$ cat config.mk
export PLATFORM = sky130hd
export DESIGN_NAME = lzc_norm_pipe
export DESIGN_NICKNAME = d
export VERILOG_FILES = /design/src/rtl/lzc_pkg.sv /design/src/rtl/lzc_core.sv /design/src/rtl/lzc_norm_pipe.sv
export SDC_FILE = /design/constraint.sdc
export NUM_CORES = 1
export LEC_CHECK = 0
export BUFFER_PORTS_ARGS = -buffer_cell sky130_fd_sc_hd__buf_2
export CAP_MARGIN = 25
export CORE_ASPECT_RATIO = 1.75
export CORE_MARGIN = 2
export CORE_UTILIZATION = 32
export CTS_BUF_LIST = sky130_fd_sc_hd__clkbuf_2
export CTS_CLUSTER_SIZE = 10
export DETAILED_ROUTE_END_ITERATION = 6
export HOLD_SLACK_MARGIN = 0.02
export PLACE_DENSITY = 0.59
export SYNTH_ARGS = -nofsm -noshare
export SYNTH_HDL_FRONTEND = slang
export SYNTH_HIERARCHICAL = 1
export SYNTH_SLANG_ARGS = --single-unit
$ cat constraint.sdc
create_clock -name clk -period 2.7 [get_ports clk]
set_input_delay 0.54 -clock clk [delete_from_list [all_inputs] [get_ports clk]]
set_output_delay 0.54 -clock clk [all_outputs]
set_load 0.005 [all_outputs]
$ cat src/rtl/lzc_pkg.sv
// Shared types and helpers for the leading-bit count / normalise pipeline.
package lzc_pkg;

  typedef enum logic [1:0] {
    CLZ = 2'b00,
    CLO = 2'b01,
    CLS = 2'b10
  } lzc_mode_e;

  localparam int LZC_MAX_W     = 64;
  localparam int LZC_MAX_TAG_W = 16;

  // One extra bit so that a count equal to the full width fits.
  function automatic int lzc_cnt_w(input int width);
    return $clog2(width) + 1;
  endfunction

  localparam int LZC_MAX_CNT_W = lzc_cnt_w(LZC_MAX_W);

  typedef struct packed {
    logic [LZC_MAX_CNT_W-1:0] count;
    logic [LZC_MAX_W-1:0]     norm;
    logic                     all;
    logic [LZC_MAX_TAG_W-1:0] tag;
  } lzc_res_t;

  // The reserved encoding 2'b11 behaves as CLZ.
  function automatic lzc_mode_e lzc_decode_mode(input logic [1:0] raw);
    case (raw)
      2'b01:   return CLO;
      2'b10:   return CLS;
      default: return CLZ;
    endcase
  endfunction

endpackage

$ cat src/rtl/lzc_core.sv
// Combinational leading-zero counter built by recursive halving of the operand.
module lzc_core
  import lzc_pkg::*;
#(
  parameter  int WIDTH = 32,
  localparam int CNT_W = lzc_cnt_w(WIDTH)
) (
  input  logic [WIDTH-1:0] data,
  output logic [CNT_W-1:0] count
);

  localparam int LVLS = $clog2(WIDTH);

  logic [WIDTH-1:0] win [LVLS+1];
  logic [LVLS-1:0]  sel;

  assign win[0] = data;

  // Each level tests the upper half of the remaining window; a zero half sets
  // that count bit and slides the lower half up for the next level.
  for (genvar l = 0; l < LVLS; l++) begin : g_lvl
    localparam int H = WIDTH >> (l + 1);
    assign sel[LVLS-1-l] = ~|win[l][WIDTH-1 -: H];
    assign win[l+1]      = sel[LVLS-1-l] ? (win[l] << H) : win[l];
  end

  // A zero MSB after every level can only come from an all-zero operand.
  assign count = win[LVLS][WIDTH-1] ? {1'b0, sel} : CNT_W'(WIDTH);

endmodule

$ cat src/rtl/lzc_norm_pipe.sv
// Two-stage CLZ/CLO/CLS counter with left-normalisation and ready/valid flow control.
module lzc_norm_pipe
  import lzc_pkg::*;
#(
  parameter  int WIDTH = 32,
  parameter  int TAG_W = 4,
  localparam int CNT_W = lzc_cnt_w(WIDTH)
) (
  input  logic             clk,
  input  logic             rst,
  input  logic             in_valid,
  output logic             in_ready,
  input  logic [WIDTH-1:0] in_data,
  input  logic [1:0]       in_mode,
  input  logic [TAG_W-1:0] in_tag,
  output logic             out_valid,
  input  logic             out_ready,
  output logic [CNT_W-1:0] out_count,
  output logic [WIDTH-1:0] out_norm,
  output logic             out_all,
  output logic [TAG_W-1:0] out_tag
);

  function automatic logic [CNT_W-1:0] final_count(input logic [CNT_W-1:0] raw,
                                                   input lzc_mode_e       m);
    // The sign bit itself is not redundant, and raw is always >= 1 for CLS.
    return (m == CLS) ? raw - CNT_W'(1) : raw;
  endfunction

  function automatic logic [WIDTH-1:0] norm_shift(input logic [WIDTH-1:0] d,
                                                  input logic [CNT_W-1:0] sh);
    return (sh >= CNT_W'(WIDTH)) ? '0 : (d << sh);
  endfunction

  lzc_mode_e        mode_n;
  logic             inv;
  logic [WIDTH-1:0] core_in;
  logic [CNT_W-1:0] core_cnt;

  // CLO and CLS reduce to CLZ on a conditionally inverted operand.
  always_comb begin
    mode_n = lzc_decode_mode(in_mode);
    inv    = 1'b0;
    case (mode_n)
      CLO:     inv = 1'b1;
      CLS:     inv = in_data[WIDTH-1];
      default: inv = 1'b0;
    endcase
    core_in = inv ? ~in_data : in_data;
  end

  lzc_core #(.WIDTH(WIDTH)) u_core (
    .data  (core_in),
    .count (core_cnt)
  );

  logic             vld_p1_q, vld_p1_d;
  logic [CNT_W-1:0] cnt_p1_q, cnt_p1_d;
  logic [WIDTH-1:0] data_p1_q, data_p1_d;
  lzc_mode_e        mode_p1_q, mode_p1_d;
  logic [TAG_W-1:0] tag_p1_q, tag_p1_d;

  logic             vld_p2_q, vld_p2_d;
  logic [CNT_W-1:0] count_p2_q, count_p2_d;
  logic [WIDTH-1:0] norm_p2_q, norm_p2_d;
  logic             all_p2_q, all_p2_d;
  logic [TAG_W-1:0] tag_p2_q, tag_p2_d;

  logic             rdy_p1, rdy_p2, load_p1, load_p2;
  logic [CNT_W-1:0] fin_cnt;

  always_comb begin
    rdy_p2  = !vld_p2_q || out_ready;
    rdy_p1  = !vld_p1_q || rdy_p2;
    load_p1 = rdy_p1 && in_valid;
    load_p2 = rdy_p2 && vld_p1_q;

    // Stage 1: raw count of the (possibly inverted) operand.
    vld_p1_d  = rdy_p1 ? in_valid : vld_p1_q;
    cnt_p1_d  = load_p1 ? core_cnt : cnt_p1_q;
    data_p1_d = load_p1 ? in_data  : data_p1_q;
    mode_p1_d = load_p1 ? mode_n   : mode_p1_q;
    tag_p1_d  = load_p1 ? in_tag   : tag_p1_q;

    // Stage 2: mode-adjusted count, normalised operand and all-bits flag.
    fin_cnt    = final_count(cnt_p1_q, mode_p1_q);
    vld_p2_d   = rdy_p2 ? vld_p1_q : vld_p2_q;
    count_p2_d = load_p2 ? fin_cnt : count_p2_q;
    norm_p2_d  = load_p2 ? norm_shift(data_p1_q, fin_cnt) : norm_p2_q;
    all_p2_d   = load_p2 ? (cnt_p1_q == CNT_W'(WIDTH)) : all_p2_q;
    tag_p2_d   = load_p2 ? tag_p1_q : tag_p2_q;
  end

  always_ff @(posedge clk or posedge rst) begin
    if (rst) begin
      vld_p1_q   <= 1'b0;
      cnt_p1_q   <= '0;
      data_p1_q  <= '0;
      mode_p1_q  <= CLZ;
      tag_p1_q   <= '0;
      vld_p2_q   <= 1'b0;
      count_p2_q <= '0;
      norm_p2_q  <= '0;
      all_p2_q   <= 1'b0;
      tag_p2_q   <= '0;
    end else begin
      vld_p1_q   <= vld_p1_d;
      cnt_p1_q   <= cnt_p1_d;
      data_p1_q  <= data_p1_d;
      mode_p1_q  <= mode_p1_d;
      tag_p1_q   <= tag_p1_d;
      vld_p2_q   <= vld_p2_d;
      count_p2_q <= count_p2_d;
      norm_p2_q  <= norm_p2_d;
      all_p2_q   <= all_p2_d;
      tag_p2_q   <= tag_p2_d;
    end
  end

  assign in_ready  = rdy_p1;
  assign out_valid = vld_p2_q;
  assign out_count = count_p2_q;
  assign out_norm  = norm_p2_q;
  assign out_all   = all_p2_q;
  assign out_tag   = tag_p2_q;

endmodule

Yosys cells after proc, flatten, opt, wreduce, memory -nomap -nowiden --
Cells that the tools add are included.
Storage, ports and cells: flip-flop bits (word level) 89, logic and storage cells 46, output and inout bits 45, input port bits 42
Cells by class: add/subtract/negate cells 1, bitwise operators 1, mux-type cells 11, order comparisons 1, reductions and logical operators 15, equal/unequal tests 6, shift operators 1
Operators by type and width (count):
- $mux W32 | 7
- $not A32 Y32 | 1
- $shl A32 B6 Y32 | 1
- $reduce_or A16 Y1 | 1
- $mux W6 | 2
- $reduce_or A8 Y1 | 1
- $logic_not A1 Y1 | 7
- $eq A2 B2 Y1 const B | 3
- $eq A6 B6 Y1 const B | 1
- $ge A6 B6 Y1 const B | 1
- $sub A6 B1 Y6 const B | 1
- $eq A2 B1 Y1 const B | 2
- $pmux W2 S2 | 1
- $reduce_or A4 Y1 | 1
- $logic_and A1 B1 Y1 | 2
- $logic_or A1 B1 Y1 | 2
- $pmux W1 S2 | 1
- $reduce_or A2 Y1 | 1

Logic depth before layout (Yosys ltp) --
word-level depth 15, mapped depth 15, gate-level depth less buffers 13

Modules after synthesis --
The synthesis kept the hierarchy.
Modules (own cells, without submodules):
- lzc_norm_pipe | seq. area each 2227.1 µm², area an instance 5252.5 µm², cells each 488, times used 1
- lzc_core | seq. area each 0.0 µm², area an instance 365.4 µm², cells each 54, times used 1

Worst setup path after synthesis --
Ideal clock, no wire load.
path kind input-to-reg, start point input port in_mode[0], end point register cnt_p1_q[1], path buffers 2, path slack -1266 ps, setup time 125 ps, stages 13, arrival time 3842 ps, path through inv_1 -> ha_1 -> nor2_1 -> buf_1 -> xor2_1 -> or4_4 -> or3_1 -> buf_6 -> o2111a_2 -> a21oi_2 -> nand4_2 -> and3_1 -> mux2_2
On the way: longest elaborated chain between the ends 15, elaborated cells on any way between the ends 18, classes of those cells 4 x eq/ne; 9 x mux; 5 x reduce/logical
RTL lines:
- start, declared | RTL line lzc_norm_pipe.sv:14 | input logic [1:0] in_mode,
- $eq A2 B2 Y1 or $eq A2 B1 Y1 (tied branches) | RTL line lzc_pkg.sv:29 | case (raw)
- $pmux W2 S2 * | RTL line lzc_pkg.sv:29
- $eq A2 B2 Y1 or $eq A2 B1 Y1 (tied branches) | RTL line lzc_norm_pipe.sv:44 | case (mode_n)
- $pmux W1 S2 * | RTL line lzc_norm_pipe.sv:44
- $mux W32 * | RTL line lzc_norm_pipe.sv:49 | core_in = inv ? ~in_data : in_data;
- named net core_in[24] | RTL line lzc_norm_pipe.sv:37 | logic [WIDTH-1:0] core_in;
- $reduce_or A16 Y1 | RTL line lzc_core.sv:23 | assign sel[LVLS-1-l] = ~|win[l][WIDTH-1 -: H];
- $mux W32 * | RTL line lzc_core.sv:24 | assign win[l+1] = sel[LVLS-1-l] ? (win[l] << H) : win[l];
- $reduce_or A8 Y1 | RTL line lzc_core.sv:23
- $mux W32 * | RTL line lzc_core.sv:24
- $reduce_or A4 Y1 | RTL line lzc_core.sv:23
- $mux W32 * | RTL line lzc_core.sv:24
- $reduce_or A2 Y1 | RTL line lzc_core.sv:23
- $mux W32 (2 in a row) | RTL line lzc_core.sv:24
- $mux W6 * | RTL line lzc_core.sv:28 | assign count = win[LVLS][WIDTH-1] ? {1'b0, sel} : CNT_W'(WIDTH);
- named net core_cnt[1] | RTL line lzc_norm_pipe.sv:38 | logic [CNT_W-1:0] core_cnt;
- end signal, assigned | RTL line lzc_norm_pipe.sv:108 | cnt_p1_q <= cnt_p1_d;
- end, declared | RTL line lzc_norm_pipe.sv:58 | logic [CNT_W-1:0] cnt_p1_q, cnt_p1_d;
Mark *: on every way through the listed nets, which the timed path passes. The rest lies on a longest branch. A chain may end at the register's enable or synchronous reset.

Worst setup path after layout --
start point input port in_mode[1], end point register cnt_p1_q[2]
On the way: longest elaborated chain between the ends 15, elaborated cells on any way between the ends 18, classes of those cells 4 x eq/ne; 9 x mux; 5 x reduce/logical
RTL lines:
- $eq A2 B2 Y1 or $eq A2 B1 Y1 (tied branches) | RTL line lzc_pkg.sv:29
- $pmux W2 S2 * | RTL line lzc_pkg.sv:29
- named net mode_n[0] | RTL line lzc_norm_pipe.sv:35 | lzc_mode_e mode_n;
- $eq A2 B2 Y1 or $eq A2 B1 Y1 (tied branches) | RTL line lzc_norm_pipe.sv:44
- $pmux W1 S2 * | RTL line lzc_norm_pipe.sv:44
- $mux W32 * | RTL line lzc_norm_pipe.sv:49
- named net core_in[27] | RTL line lzc_norm_pipe.sv:37
- $reduce_or A16 Y1 | RTL line lzc_core.sv:23
- $mux W32 * | RTL line lzc_core.sv:24
- $reduce_or A8 Y1 | RTL line lzc_core.sv:23
- $mux W32 * | RTL line lzc_core.sv:24
- $reduce_or A4 Y1 | RTL line lzc_core.sv:23
- $mux W32 | RTL line lzc_core.sv:24
- $reduce_or A2 Y1 | RTL line lzc_core.sv:23
- $mux W32 (2 in a row) | RTL line lzc_core.sv:24
- $mux W6 * | RTL line lzc_core.sv:28
- named net core_cnt[2] | RTL line lzc_norm_pipe.sv:38
Marked as above.

==> results.ini <==
[place]
dpl_worst_slack_ns = -1.20
hpwl_mm = 12.9
globalplace.congestion = 0.907
dp.cells = 903
portBuffers = 86

[route]
post_drt_via_cell_ratio = 5.12
drtIter0Drc = 208
drt-total-wl_mm = 16.0
wl_per_cell_um = 17.2
dr.pass1.iters = 4
ant_nets = 0
num_vias = 4755
drc_errors = 0

[setup_path]
crit_fanout = 17
r2r-start = cnt_p1_q[0]$_DFFE_PP0P_
required_ns = 3.17
worst_ep_arrival_time_ns = 3.40
reg2reg_depth = 8
startpoint = in_mode[1]
reg2reg_to = out_norm[29]$_DFFE_PP0P_
cp-start-kind = input pin
end_kind = flip-flop
crit_path_end = cnt_p1_q[2]$_DFFE_PP0P_
crit_type = input pin to flip-flop
reg2reg_slack_ns = 0.12

[power_and_ir_drop]
seqPwrFrac = 0.361
p_sw_mw = 2.12
powerDensity_nw_per_um2 = 742
p_clk_frac = 0.127
cellLeakagePower_nw = 3.52
peakVddDrop_mv = 0.253
pwr-share-comb = 0.512
internal_power_mw = 3.22
switching_share = 0.397
power_mw = 5.34

[timing]
setup_viol = 6
slew_viol_final = 0
period_share = 1.08
setup_slack_ns = -0.229
tightest_slew_ns = 0.626
period_needed_ns = 2.93
rsz0062_at_grt = yes
finalHoldViolCount = 0
skew_ns = 0.0268
relSlewSlack = 0.580
clock.fmax_mhz = 341

[global_route]
gr-total-overflow = 0
grt_start_max_net_pins = 90
first_global_vias = 4999
grt_pass1_wl_mm = 25.7
grt_antenna_before_repair = 1
grtUsageTotal = 0.177

[floorplan]
io_pins = 87
die_area_um2 = 18700
die_h_um = 179
core_um2 = 17400
fp-row-count = 64
die_x_um = 104
initial_core_util = 0.323

[cts]
cts_buffers = 9
ctsHoldBuffers = 0
htreeDepth = 3
clock_latency_ns = 0.58
clk_path_buf_depth = 2
clk_pin_slew_worst_paths_ns = 0.24
cts.sinks = 89
cts_tree = yes
clockRootBuffer = clkbuf_2

[finish]
drive_above_1_share = 0.405
final_nets = 737
area_growth_syn_to_layout_pct = 28.0
finish.utilization = 0.414
fillers = 1762
layout_commonest_cell = dfrtp_1
multi_input_area_um2 = 3310
final_cell_mix = 89 x dfrtp_1, 85 x buf_2, 75 x buf_4, 66 x mux2i_1
finalNonFillerCells = 928
seq_area_um2 = 2230

[logic_synthesis]
syn_inst = 542
syn_nets = 588
synth_edf_count = 0
syn_avg_cell_area_um2 = 10.4
ys_types = 54
yosysSeqAreaShare = 0.396
synth_area_um2 = 5620
ys.flop_type = dfrtp_1
ys_ff_latch = 89
ys.warnings.count = 6
synth_area_leaders = dfrtp_1 40%, mux2_2 12%, mux2i_1 12%
synth_async_sr_flop_share = 1.00
synth.largest_area_cell = dfrtp_1
synth_top_area_frac = 0.396

[status]
outcome = finished with violations
violations = setup timing

[job]
cap_violations = 0

[hold_path]
hold_path_class = input pin to asynchronous set/reset pin

## critical path, cell delays in order
cell and delay, ns:
buf_8 0.09, inv_6 0.03, ha_4 0.16, a21oi_4 0.13
nor2_4 0.05, buf_12 0.15, xor2_2 0.16, or4_4 0.57
nor4_4 0.33, buf_4 0.17, a21oi_1 0.07, o2111a_2 0.19
a21oi_2 0.16, nand4_2 0.15, and2_1 0.18, mux2_2 0.25
## state kept, by name (all words and copies together) (netlist names)
signal	flops
out_count	6
cnt_p1_q	6
mode_p1_q	2
out_valid	1
data_p1_q	32
out_norm	32
out_all	1
vld_p1_q	1
out_tag	4
tag_p1_q	4
## kinds of logic after synthesis
group / count (synthesis) / synth area share
and+or+nand+nor: 126 / 0.113
xor gates and xnor gates: 41 / 0.0673
adders and majority gates: 4 / 0.00891
muxes: 130 / 0.254
buffers and inverters: 40 / 0.0345
AOI/OAI and AO/OA: 112 / 0.126
DFF: 89 / 0.396
## metrics by stage
stage	cell area, µm²	hold slack (ns)	setup TNS [ns]
detailed placement	6920	0.455	-7.02
global route	7190	0.0490	-1.90
global placement	6920	0.444	-7.03
floorplan	5700	0.433	-3.69
finish	7190	0.0488	-1.17
CTS	7170	0.0261	-0.772
## cell type report
class / count / area share
tap: 231 / 0.0402
sequential: 89 / 0.310
timing repair buffer: 171 / 0.166
clock buffer: 9 / 0.00627
clock inverter: 7 / 0.00992
inverter: 7 / 0.00661
multi-input combinational: 413 / 0.461
antenna: 1 / 0.000348
## power by group through the flow
stage / Clock, mW / Sequential (mW) / Combinational [mW]
2_1_floorplan: 0 / 1.93 / 1.72
3_3_place_gp: 0 / 1.95 / 2.68
3_5_place_dp: 0 / 1.97 / 2.70
4_1_cts: 0.708 / 1.94 / 2.75
5_1_grt: 0.758 / 1.98 / 2.99
6_report: 0.676 / 1.93 / 2.73
## worst min-delay path by stage
stage / from / end
floorplan: tag_p1_q[0]$_DFFE_PP0P_ / out_tag[0]$_DFFE_PP0P_
global placement: tag_p1_q[2]$_DFFE_PP0P_ / out_tag[2]$_DFFE_PP0P_
detailed placement: tag_p1_q[0]$_DFFE_PP0P_ / out_tag[0]$_DFFE_PP0P_
CTS: rst / out_all$_DFFE_PP0P_
global route: rst / out_count[4]$_DFFE_PP0P_
finish: rst / out_count[3]$_DFFE_PP0P_
## timing repair
item / in CTS / in global routing
gates cloned: 1 / 0
pin swaps: 7 / 2
buffers inserted: 7 / 0
endpoints found under the hold margin: 0 / 0
endpoints found under the setup margin: 6 / 8
resized for setup: 18 / 3
## metal layers
| layer | GRT usage | up-vias | wire (µm) | part of all wire |
|---|---|---|---|---|
| li1 | - | 2266 | - | - |
| met4 | 0.104 | 0 | 800 | 0.050 |
| met2 | 0.337 | 134 | 8730 | 0.55 |
| met1 | 0.184 | 2311 | 5920 | 0.37 |
| met5 | 0 | - | 0 | 0 |
| met3 | 0.0273 | 44 | 554 | 0.035 |
## cell usage after synthesis, types with 5 or more instances
library cell   n
dfrtp_1       89
mux2i_1       66
mux2_2        60
nand2_1       60
xor2_1        36
a21oi_1       34
o21ai_0       32
clkbuf_1      17
nor2_1        17
and2_1         7
inv_1          7
nand2b_1       6
a211oi_1       5
a221o_1        5
buf_2          5
nand3_1        5
nor3_1         5
o21ai_1        5
Note: power is estimated with default switching activity, not from simulation.
